$ cat config.mk
export PLATFORM = sky130hd
export DESIGN_NAME = tx_arbiter
export DESIGN_NICKNAME = d
export VERILOG_FILES = /design/src/rtl/tx_arbiter.sv
export SDC_FILE = /design/constraint.sdc
export NUM_CORES = 1
export LEC_CHECK = 0
export ABC_CLOCK_PERIOD_IN_PS = 4900
export CAP_MARGIN = 0
export CORE_UTILIZATION = 48
export CTS_CLUSTER_DIAMETER = 200
export CTS_CLUSTER_SIZE = 28
export DETAILED_ROUTE_END_ITERATION = 10
export GPL_TIMING_DRIVEN = 0
export PLACE_DENSITY = 0.82
export SLEW_MARGIN = 0
export SYNTH_ARGS = -nofsm -noshare
export SYNTH_HDL_FRONTEND = slang
export SYNTH_SLANG_ARGS = --single-unit
$ cat constraint.sdc
create_clock -name clk -period 4.9 [get_ports clk]
set_clock_uncertainty 0.05 [all_clocks]
set_input_delay 1.225 -clock clk [delete_from_list [all_inputs] [get_ports clk]]
set_output_delay 1.225 -clock clk [all_outputs]
set_load 0.005 [all_outputs]
$ cat src/rtl/tx_arbiter.sv
// Round-robin arbiter sharing one tx serializer between N requesters.
// Defining TXARB_LOCK_EN enables a wormhole lock that holds a requester until its last flit.
`ifndef SIZE
`define SIZE 8
`endif

module tx_arbiter #(
  parameter int    N        = 5,
  parameter int    routerid = -1,
  parameter string port     = "unknown"
) (
  input  logic                 clk,
  input  logic                 reset,
  input  logic [N-1:0]         req,
  input  logic [N*`SIZE-1:0]   data_in,
  input  logic [N-1:0]         last,
  input  logic                 tx_active,
  input  logic                 tx_busy,
  output logic                 tx_req,
  output logic [`SIZE-1:0]     tx_data,
  output logic [N-1:0]         grant,
  output logic [N-1:0]         ack
);
  // state     | meaning
  // IDLE      | no transfer; arbitrate when a request is pending and tx is not busy
  // ISSUE     | tx_req held with the winner's flit until tx_active is seen
  // WAIT_DONE | frame is serializing; grant released when tx_active drops
  localparam int PW     = $clog2(N);
  localparam bit LOG_EN = (routerid > -1);

  typedef enum logic [1:0] {IDLE, ISSUE, WAIT_DONE} state_t;

  state_t          state;
  logic [PW-1:0]   ptr;
  logic [N-1:0]    req_eff;
  logic [PW:0]     scan;
  logic [PW-1:0]   win;
  logic            win_vld;
  logic [PW-1:0]   win_next;
  logic [N-1:0]    win_oh;
  logic [`SIZE-1:0] win_flit;

`ifdef TXARB_LOCK_EN
  logic          locked;
  logic [PW-1:0] lock_id;

  always_comb begin
    req_eff = req;
    if (locked) req_eff = req & (N'(1) << lock_id);
  end
`else
  logic unused_last;

  assign unused_last = ^last;
  assign req_eff     = req;
`endif

  // First set request at or after ptr, wrapping modulo N.
  always_comb begin
    win     = '0;
    win_vld = 1'b0;
    scan    = '0;
    for (int k = 0; k < N; k++) begin
      scan = {1'b0, ptr} + (PW+1)'(k);
      if (scan >= (PW+1)'(N)) scan = scan - (PW+1)'(N);
      if (!win_vld && req_eff[scan[PW-1:0]]) begin
        win     = scan[PW-1:0];
        win_vld = 1'b1;
      end
    end
  end

  assign win_next = (win == PW'(N-1)) ? '0 : win + 1'b1;
  assign win_oh   = N'(1) << win;
  assign win_flit = data_in[win*`SIZE +: `SIZE];

  always_ff @(posedge clk) begin
    if (!reset) begin
      state   <= IDLE;
      ptr     <= '0;
      tx_req  <= 1'b0;
      tx_data <= '0;
      grant   <= '0;
      ack     <= '0;
`ifdef TXARB_LOCK_EN
      locked  <= 1'b0;
      lock_id <= '0;
`endif
    end else begin
      ack <= '0;
      case (state)
        IDLE: begin
          if (win_vld && !tx_busy) begin
            grant   <= win_oh;
            ack     <= win_oh;
            tx_data <= win_flit;
            tx_req  <= 1'b1;
            state   <= ISSUE;
`ifdef TXARB_LOCK_EN
            // ptr stays put while a packet is in flight so the owner resumes first.
            if (last[win]) begin
              ptr    <= win_next;
              locked <= 1'b0;
            end else begin
              locked  <= 1'b1;
              lock_id <= win;
            end
`else
            ptr <= win_next;
`endif
          end
        end
        ISSUE: begin
          if (tx_active) begin
            tx_req <= 1'b0;
            state  <= WAIT_DONE;
          end
        end
        WAIT_DONE: begin
          if (!tx_active) begin
            grant <= '0;
            state <= IDLE;
          end
        end
        default: state <= IDLE;
      endcase
    end
  end

`ifndef SYNTHESIS
  always @(posedge clk) begin
    if (LOG_EN && reset && state == IDLE && win_vld && !tx_busy)
      $display("%0t router %0d port %s: grant %0d flit %h",
               $time, routerid, port, win, win_flit);
  end
`endif

endmodule

==> flow_metrics.env, run 1 <==
export IMPL_status="finished clean"
export IMPL_p_int_mw=1.17
export IMPL_fin_nets=401
export IMPL_ys_seq_area_share_pct=20.6
export IMPL_antenna_found_initial=0
export IMPL_critPathArrivalTime_ns=4.70
export IMPL_ys_async_sr_fraction_pct=0
export IMPL_yosysTopAreaCell="dfxtp_1"
export IMPL_setup_ws_ns=0.321
export IMPL_cts_max_level=1
export IMPL_end_kind="flip-flop"
export IMPL_drtAntennaViolNets=0
export IMPL_wl_mm=6.82
export IMPL_fillers=393
export IMPL_tns_ns=0
export IMPL_gp_congestion=0.903
export IMPL_cts_path_max_buffers=2
export IMPL_cts_tree="yes"
export IMPL_diodes=0
export IMPL_maxSlewViolCount=0
export IMPL_dr_pass1_iters=4
export IMPL_r2r_end="ptr[2]"
export IMPL_reg2reg_setup_slack_ns=0.32
export IMPL_ioPinCount=73
export IMPL_wire_per_inst_um=17.5
export IMPL_min_period_ns=4.58
export IMPL_ys_types=68
export IMPL_syn_area_per_cell_um2=8.66
export IMPL_slew_headroom_pct=58.6
export IMPL_p_leak_nw=1.33
export IMPL_cpPeakStageDelay_ns=0.54
export IMPL_multi_input_area_mm2=0.00172
export IMPL_ys_ff_latch=24
export IMPL_grt_max_degree=15
export IMPL_stdcell_count=390
export IMPL_area_delta_synth_final_pct=34.4
export IMPL_period_share_pct=93.4
export IMPL_grt_pass1_wl_mm=11.2
export IMPL_hold_viol=0
export IMPL_postCtsHoldBufs=0
export IMPL_cp_buffers_inverters=5
export IMPL_portBuffers=64
export IMPL_reg2reg_depth=15
export IMPL_place_area_mm2=0.00305
export IMPL_synthMuxAreaShare_pct=8.67
export IMPL_numCtsBuffers=3
export IMPL_fin_util_pct=66.9
export IMPL_synth_top_family_by_area="compound AO/OA/AOI/OAI gates"
export IMPL_crit_chain="clkbuf_2 -> inv_1 -> ha_1 -> mux4_1 -> a32o_2 -> or4b_4 -> buf_6 -> or4_4 -> buf_6 -> o21ai_4 -> buf_12 -> nor2_1 -> ha_1 -> o22ai_1 -> and2_1"
export IMPL_die_area_mm2=0.00515
export IMPL_clkPwrFrac_pct=7.9
export IMPL_synth_area_mm2=0.00234
export IMPL_finalSetupViolations=0
export IMPL_stdcell_area_mm2=0.00314
export IMPL_cts_setup_buffers=0
export IMPL_cts_resized=4
export IMPL_cts_num_sinks=24
export IMPL_vias=2529
export IMPL_max_cap_viol_count=0
export IMPL_p_sw_share_pct=48.3
export IMPL_drc=0
export IMPL_die_h_um=71.8
export IMPL_worstHoldPathCells=1
export IMPL_critPathLaunchType="flip-flop"
export IMPL_rsz0062_at_grt="false"
export IMPL_hpwl_mm=5.31
export IMPL_initial_utilization_pct=49.8
export IMPL_synthTopCellsByArea="dfxtp_1 (21%), mux2i_1 (5.1%), ha_1 (4.8%)"
export IMPL_hold_slack_ns=0.412
export IMPL_fmax_mhz=218
export IMPL_dp_cells=388
export IMPL_synth_edff_count=0
export IMPL_synth_main_ff_cell="dfxtp_1"
export IMPL_worstMarginPinSlew_ns=0.615
export IMPL_crit_family="simple AND/OR/NAND/NOR gates"
export IMPL_seq_area_um2=480
export IMPL_cp_max_fo=10
export IMPL_pre_cts_ws_ns=-0.331
export IMPL_core_mm2=0.00469
export IMPL_comb_power_share_pct=78.7
export IMPL_peakVddDrop_uv=387
export IMPL_synthesis_nets=334
export IMPL_drive_above_1_share_pct=10.1
export IMPL_die_w_um=71.8
export IMPL_critPathSlowestCell="ha_1"
export IMPL_synthSimpleGateAreaFrac_pct=18.4
export IMPL_min_to="grant[1]"
export IMPL_rr_startpoint="ptr[1]"
export IMPL_design_power_total_mw=2.27
export IMPL_grt_pass1_vias=2438
export IMPL_seq_power_share_pct=13.4
export IMPL_synth_adder_area_share_pct=5.67
export IMPL_critPathKind="flip-flop to flip-flop"
export IMPL_timing_critical_path_from="ptr[1]"
export IMPL_syn_instance_count=270
export IMPL_synth_compound_area_share_pct=36.3
export IMPL_synth_xor_area_share_pct=3.32
export IMPL_num_rows=25
export IMPL_viasPerCell=6.48
export IMPL_drtIter0Drc=144
export IMPL_required_ns=5.02
export IMPL_hold_class="flip-flop to flip-flop"
export IMPL_power_density_mw_per_mm2=722
export IMPL_synth_top_cell_area_share_pct=20.6
export IMPL_clkTransAtPathRegs_ns=0.10
export IMPL_hold_start="grant[1]"
export IMPL_cts_root_buf="clkbuf_8"
export IMPL_clock_latency_ns=0.27
export IMPL_grt_ovfl_total=0
export IMPL_switching_power_mw=1.09
export IMPL_ys_warn_count=0
export IMPL_grt_use_total_pct=27.4
-- routing by layer --
metal	track usage, %	up-vias	wire length [um]
met5	0	-	0
met4	8.50	0	116
met3	4.92	12	429
met2	48.8	103	3330
met1	33.4	1208	2950
li1	-	1206	-
-- cell usage in the layout (no fill, tap or decap), types with 5 or more instances in the layout --
cell type and count:
mux2i_1 12, ha_1 9, dfxtp_1 24, o221ai_1 8
o21ai_0 12, clkdlybuf4s50_1 62, a211oi_1 12, o21a_1 7
inv_1 8, a21o_1 6, a2111oi_0 9, nor2b_1 5
xnor2_1 6, nor3_1 5, clkbuf_1 8, o211a_1 9
a21oi_1 6, nand3_1 9, nor2_1 8, nand2_1 16
-- how the worst max path moves through the flow --
stage,to,slack (ns),cells after the start
global route,ptr[2],0.1,15
detailed placement,ptr[2],-0.33,11
global placement,ptr[2],-0.34,11
floorplan,ptr[2],0.47,13
finish,ptr[2],0.32,15
CTS,ptr[2],0.06,13
-- Yosys cell counts (2+ instances only) --
cell and n:
nor3b_1 3, mux2i_1 12, a2111oi_0 10, nor2b_1 5
nand2b_1 4, buf_1 2, nor4b_1 2, o211a_1 9
a211o_1 3, o21ai_0 13, o2111ai_1 3, a21o_1 6
nand3_1 9, a21boi_0 4, nand2_1 16, buf_2 2
a41o_1 2, and2_1 4, a21oi_1 6, o21a_1 7
o32ai_1 2, xnor2_1 6, clkbuf_1 11, o31ai_1 2
buf_6 4, nor2_1 8, mux2_2 3, dfxtp_1 24
or3b_2 2, nor3_1 5, o221ai_1 8, a31oi_1 2
nand3b_1 4, or4_1 2, inv_1 8, a211oi_1 12
and3_1 4, ha_1 9, o22ai_1 3
-- logic make-up (layout without fill, tap and decap cells) --
kind of cell	Yosys count	in the layout
XOR/XNOR	8	8
multiplexers	17	17
AO/OA/AOI/OAI	106	106
flip-flops	24	24
AND/OR/NAND/NOR	75	75
adder cells (fa/ha/maj)	10	10
buffers and inverters	30	96
-- flip-flops by register name (all words and copies together), names as in the netlist --
register  flops
tx_req        1
ack           5
tx_data       8
grant         5
state         2
ptr           3
-- area by class of cell --
type	count	share of cell area [%]
buffer	19	4.02
timing repair buffer	64	20.6
multi-input combinational	216	54.6
sequential	24	15.3
tap	54	2.15
clock buffer	3	1.31
inverter	9	1.08
clock inverter	1	0.956
-- power by group through the flow --
stage / Clock (mW) / Combinational (mW) / Sequential, mW
2_1_floorplan: 0 / 1.27 / 0.306
3_3_place_gp: 0 / 1.68 / 0.306
3_5_place_dp: 0 / 1.71 / 0.308
4_1_cts: 0.178 / 1.75 / 0.304
5_1_grt: 0.183 / 1.94 / 0.313
6_report: 0.178 / 1.79 / 0.304
(Power assumes the default switching activity.)
==> inputs of run 2 (changes only) <==
--- a/config.mk
+++ b/config.mk
@@ -13,6 +13,7 @@
 export DETAILED_ROUTE_END_ITERATION = 10
 export GPL_TIMING_DRIVEN = 0
 export PLACE_DENSITY = 0.82
+export SKIP_CTS_REPAIR_TIMING = 1
 export SLEW_MARGIN = 0
 export SYNTH_ARGS = -nofsm -noshare
 export SYNTH_HDL_FRONTEND = slang
==> run 2 against run 1 <==
Against the previous run:
- die area is the same
- non-clock buffer count unchanged
- via count shrank 2.1%
- critical endpoint unchanged
- count of clock-buffer cells in the layout is the same
- worst setup slack got worse by 0.0045 ns
- critical path depth unchanged
- flip-flop and latch count did not move
- sequential share of layout area unchanged
- sequential power barely moved
==> flow_metrics.env, run 2 (same netlist as run 1, synthesis figures left out) <==
export IMPL_status="finished clean"
export IMPL_cts_root_buf="clkbuf_8"
export IMPL_critPathLaunchType="flip-flop"
export IMPL_maxSlewViolCount=0
export IMPL_design_power_total_mw=2.27
export IMPL_hpwl_mm=5.31
export IMPL_critPathSlowestCell="or4_4"
export IMPL_largestRegisters="tx_data x8, ack x5, grant x5"
export IMPL_tns_ns=0
export IMPL_clkTransAtPathRegs_ns=0.09
export IMPL_grt_pass1_vias=2427
export IMPL_crit_family="simple AND/OR/NAND/NOR gates"
export IMPL_clkPwrFrac_pct=7.8
export IMPL_area_delta_synth_final_pct=34.4
export IMPL_drtAntennaViolNets=0
export IMPL_antenna_found_initial=0
export IMPL_die_w_um=71.8
export IMPL_cpPeakStageDelay_ns=0.54
export IMPL_required_ns=5.02
export IMPL_grt_pass1_wl_mm=11.2
export IMPL_power_density_mw_per_mm2=723
export IMPL_drc=0
export IMPL_cp_max_fo=10
export IMPL_dr_pass1_iters=4
export IMPL_fmax_mhz=218
export IMPL_seq_power_share_pct=13.4
export IMPL_core_mm2=0.00469
export IMPL_stdcell_area_mm2=0.00314
export IMPL_numCtsBuffers=3
export IMPL_ioPinCount=73
export IMPL_hold_class="flip-flop to flip-flop"
export IMPL_gp_congestion=0.903
export IMPL_critPathKind="flip-flop to flip-flop"
export IMPL_cts_max_level=1
export IMPL_finalSetupViolations=0
export IMPL_place_area_mm2=0.00305
export IMPL_grt_use_total_pct=27.3
export IMPL_peakVddDrop_uv=388
export IMPL_drive_above_1_share_pct=10.1
export IMPL_period_share_pct=93.5
export IMPL_cts_path_max_buffers=2
export IMPL_fin_nets=401
export IMPL_min_period_ns=4.58
export IMPL_portBuffers=64
export IMPL_final_cell_mix="clkdlybuf4s50_1 (62), dfxtp_1 (24), nand2_1 (16)"
export IMPL_comb_power_share_pct=78.8
export IMPL_p_sw_share_pct=48.3
export IMPL_wl_mm=6.82
export IMPL_end_kind="flip-flop"
export IMPL_cts_tree="yes"
export IMPL_cts_num_sinks=24
export IMPL_viasPerCell=6.35
export IMPL_slew_headroom_pct=61.0
export IMPL_die_area_mm2=0.00515
export IMPL_grt_ovfl_total=0
export IMPL_fin_util_pct=66.9
export IMPL_vias=2475
export IMPL_crit_chain="clkbuf_2 -> inv_1 -> ha_1 -> mux4_1 -> a32o_2 -> or4b_4 -> buf_6 -> or4_4 -> buf_6 -> o21ai_4 -> buf_12 -> nor2_1 -> ha_1 -> o22ai_1 -> and2_1"
export IMPL_critPathArrivalTime_ns=4.70
export IMPL_p_leak_nw=1.33
export IMPL_top_register="tx_data"
export IMPL_clock_latency_ns=0.27
export IMPL_mostFrequentLayoutCell="clkdlybuf4s50_1"
export IMPL_p_int_mw=1.17
export IMPL_hold_viol=0
export IMPL_max_cap_viol_count=0
export IMPL_diodes=0
export IMPL_cp_buffers_inverters=5
export IMPL_switching_power_mw=1.10
export IMPL_die_h_um=71.8
export IMPL_largest_reg_flops=8
export IMPL_grt_max_degree=15
export IMPL_num_rows=25
export IMPL_worstMarginPinSlew_ns=0.570
export IMPL_drtIter0Drc=144
export IMPL_wire_per_inst_um=17.5
export IMPL_initial_utilization_pct=49.8
export IMPL_rsz0062_at_grt="false"
[run 2: cell counts in the layout (fill, tap and decap cells not counted)]
Identical to the previous run, type by type.
[run 2: stage by stage]
step	cells	setup slack [ns]	hold slack, ns
after floorplan	270	0.470	0.401
after global placement	388	-0.339	0.384
after detailed placement	388	-0.331	0.390
after CTS	392	-0.191	0.412
after global routing	390	0.0981	0.431
final	390	0.317	0.411
[run 2: power groups by stage]
stage               sequential (mW)  combinational, mW  clock (mW)
floorplan                     0.306               1.27           0
global placement              0.306               1.68           0
detailed placement            0.308               1.71           0
CTS                           0.304               1.73       0.178
global route                  0.313               1.94       0.183
finish                        0.304               1.79       0.178
[run 2: final cells by class]
type	count	area, um2
well taps	54	67.6
clock buffers	3	41.3
inverters	9	33.8
plain buffers	19	126
flip-flops and latches	24	480
multi-input cells	216	1720
clock inverters	1	30.0
fillers	390	1550
repair buffers	64	646
[run 2: final timing paths]
check	start	to	slack, ns	cells past startpoint
setup reg to reg	ptr[1]	ptr[2]	0.32	15
hold reg to reg	grant[1]	grant[1]	0.41	1
hold / removal	grant[1]	grant[1]	0.41	1
setup / recovery	ptr[1]	ptr[2]	0.32	15
[run 2: worst register-to-register path, delay by kind of cell, from the launching register on]
family / cells / cell delay (ns)
muxes: 1 / 0.37
DFF: 1 / 0.44
buffers and inverters: 5 / 0.94
adders and majority gates: 2 / 0.84
and+or+nand+nor: 4 / 1.29
AOI/OAI and AO/OA: 3 / 0.54
[run 2: layer usage]
metal,vias to the layer above,routed length [um],track usage (%)
met4,0,110,8.50
met1,1166,2960,33.1
met2,100,3320,48.5
li1,1197,-,-
met5,-,0,0
met3,12,431,5.20
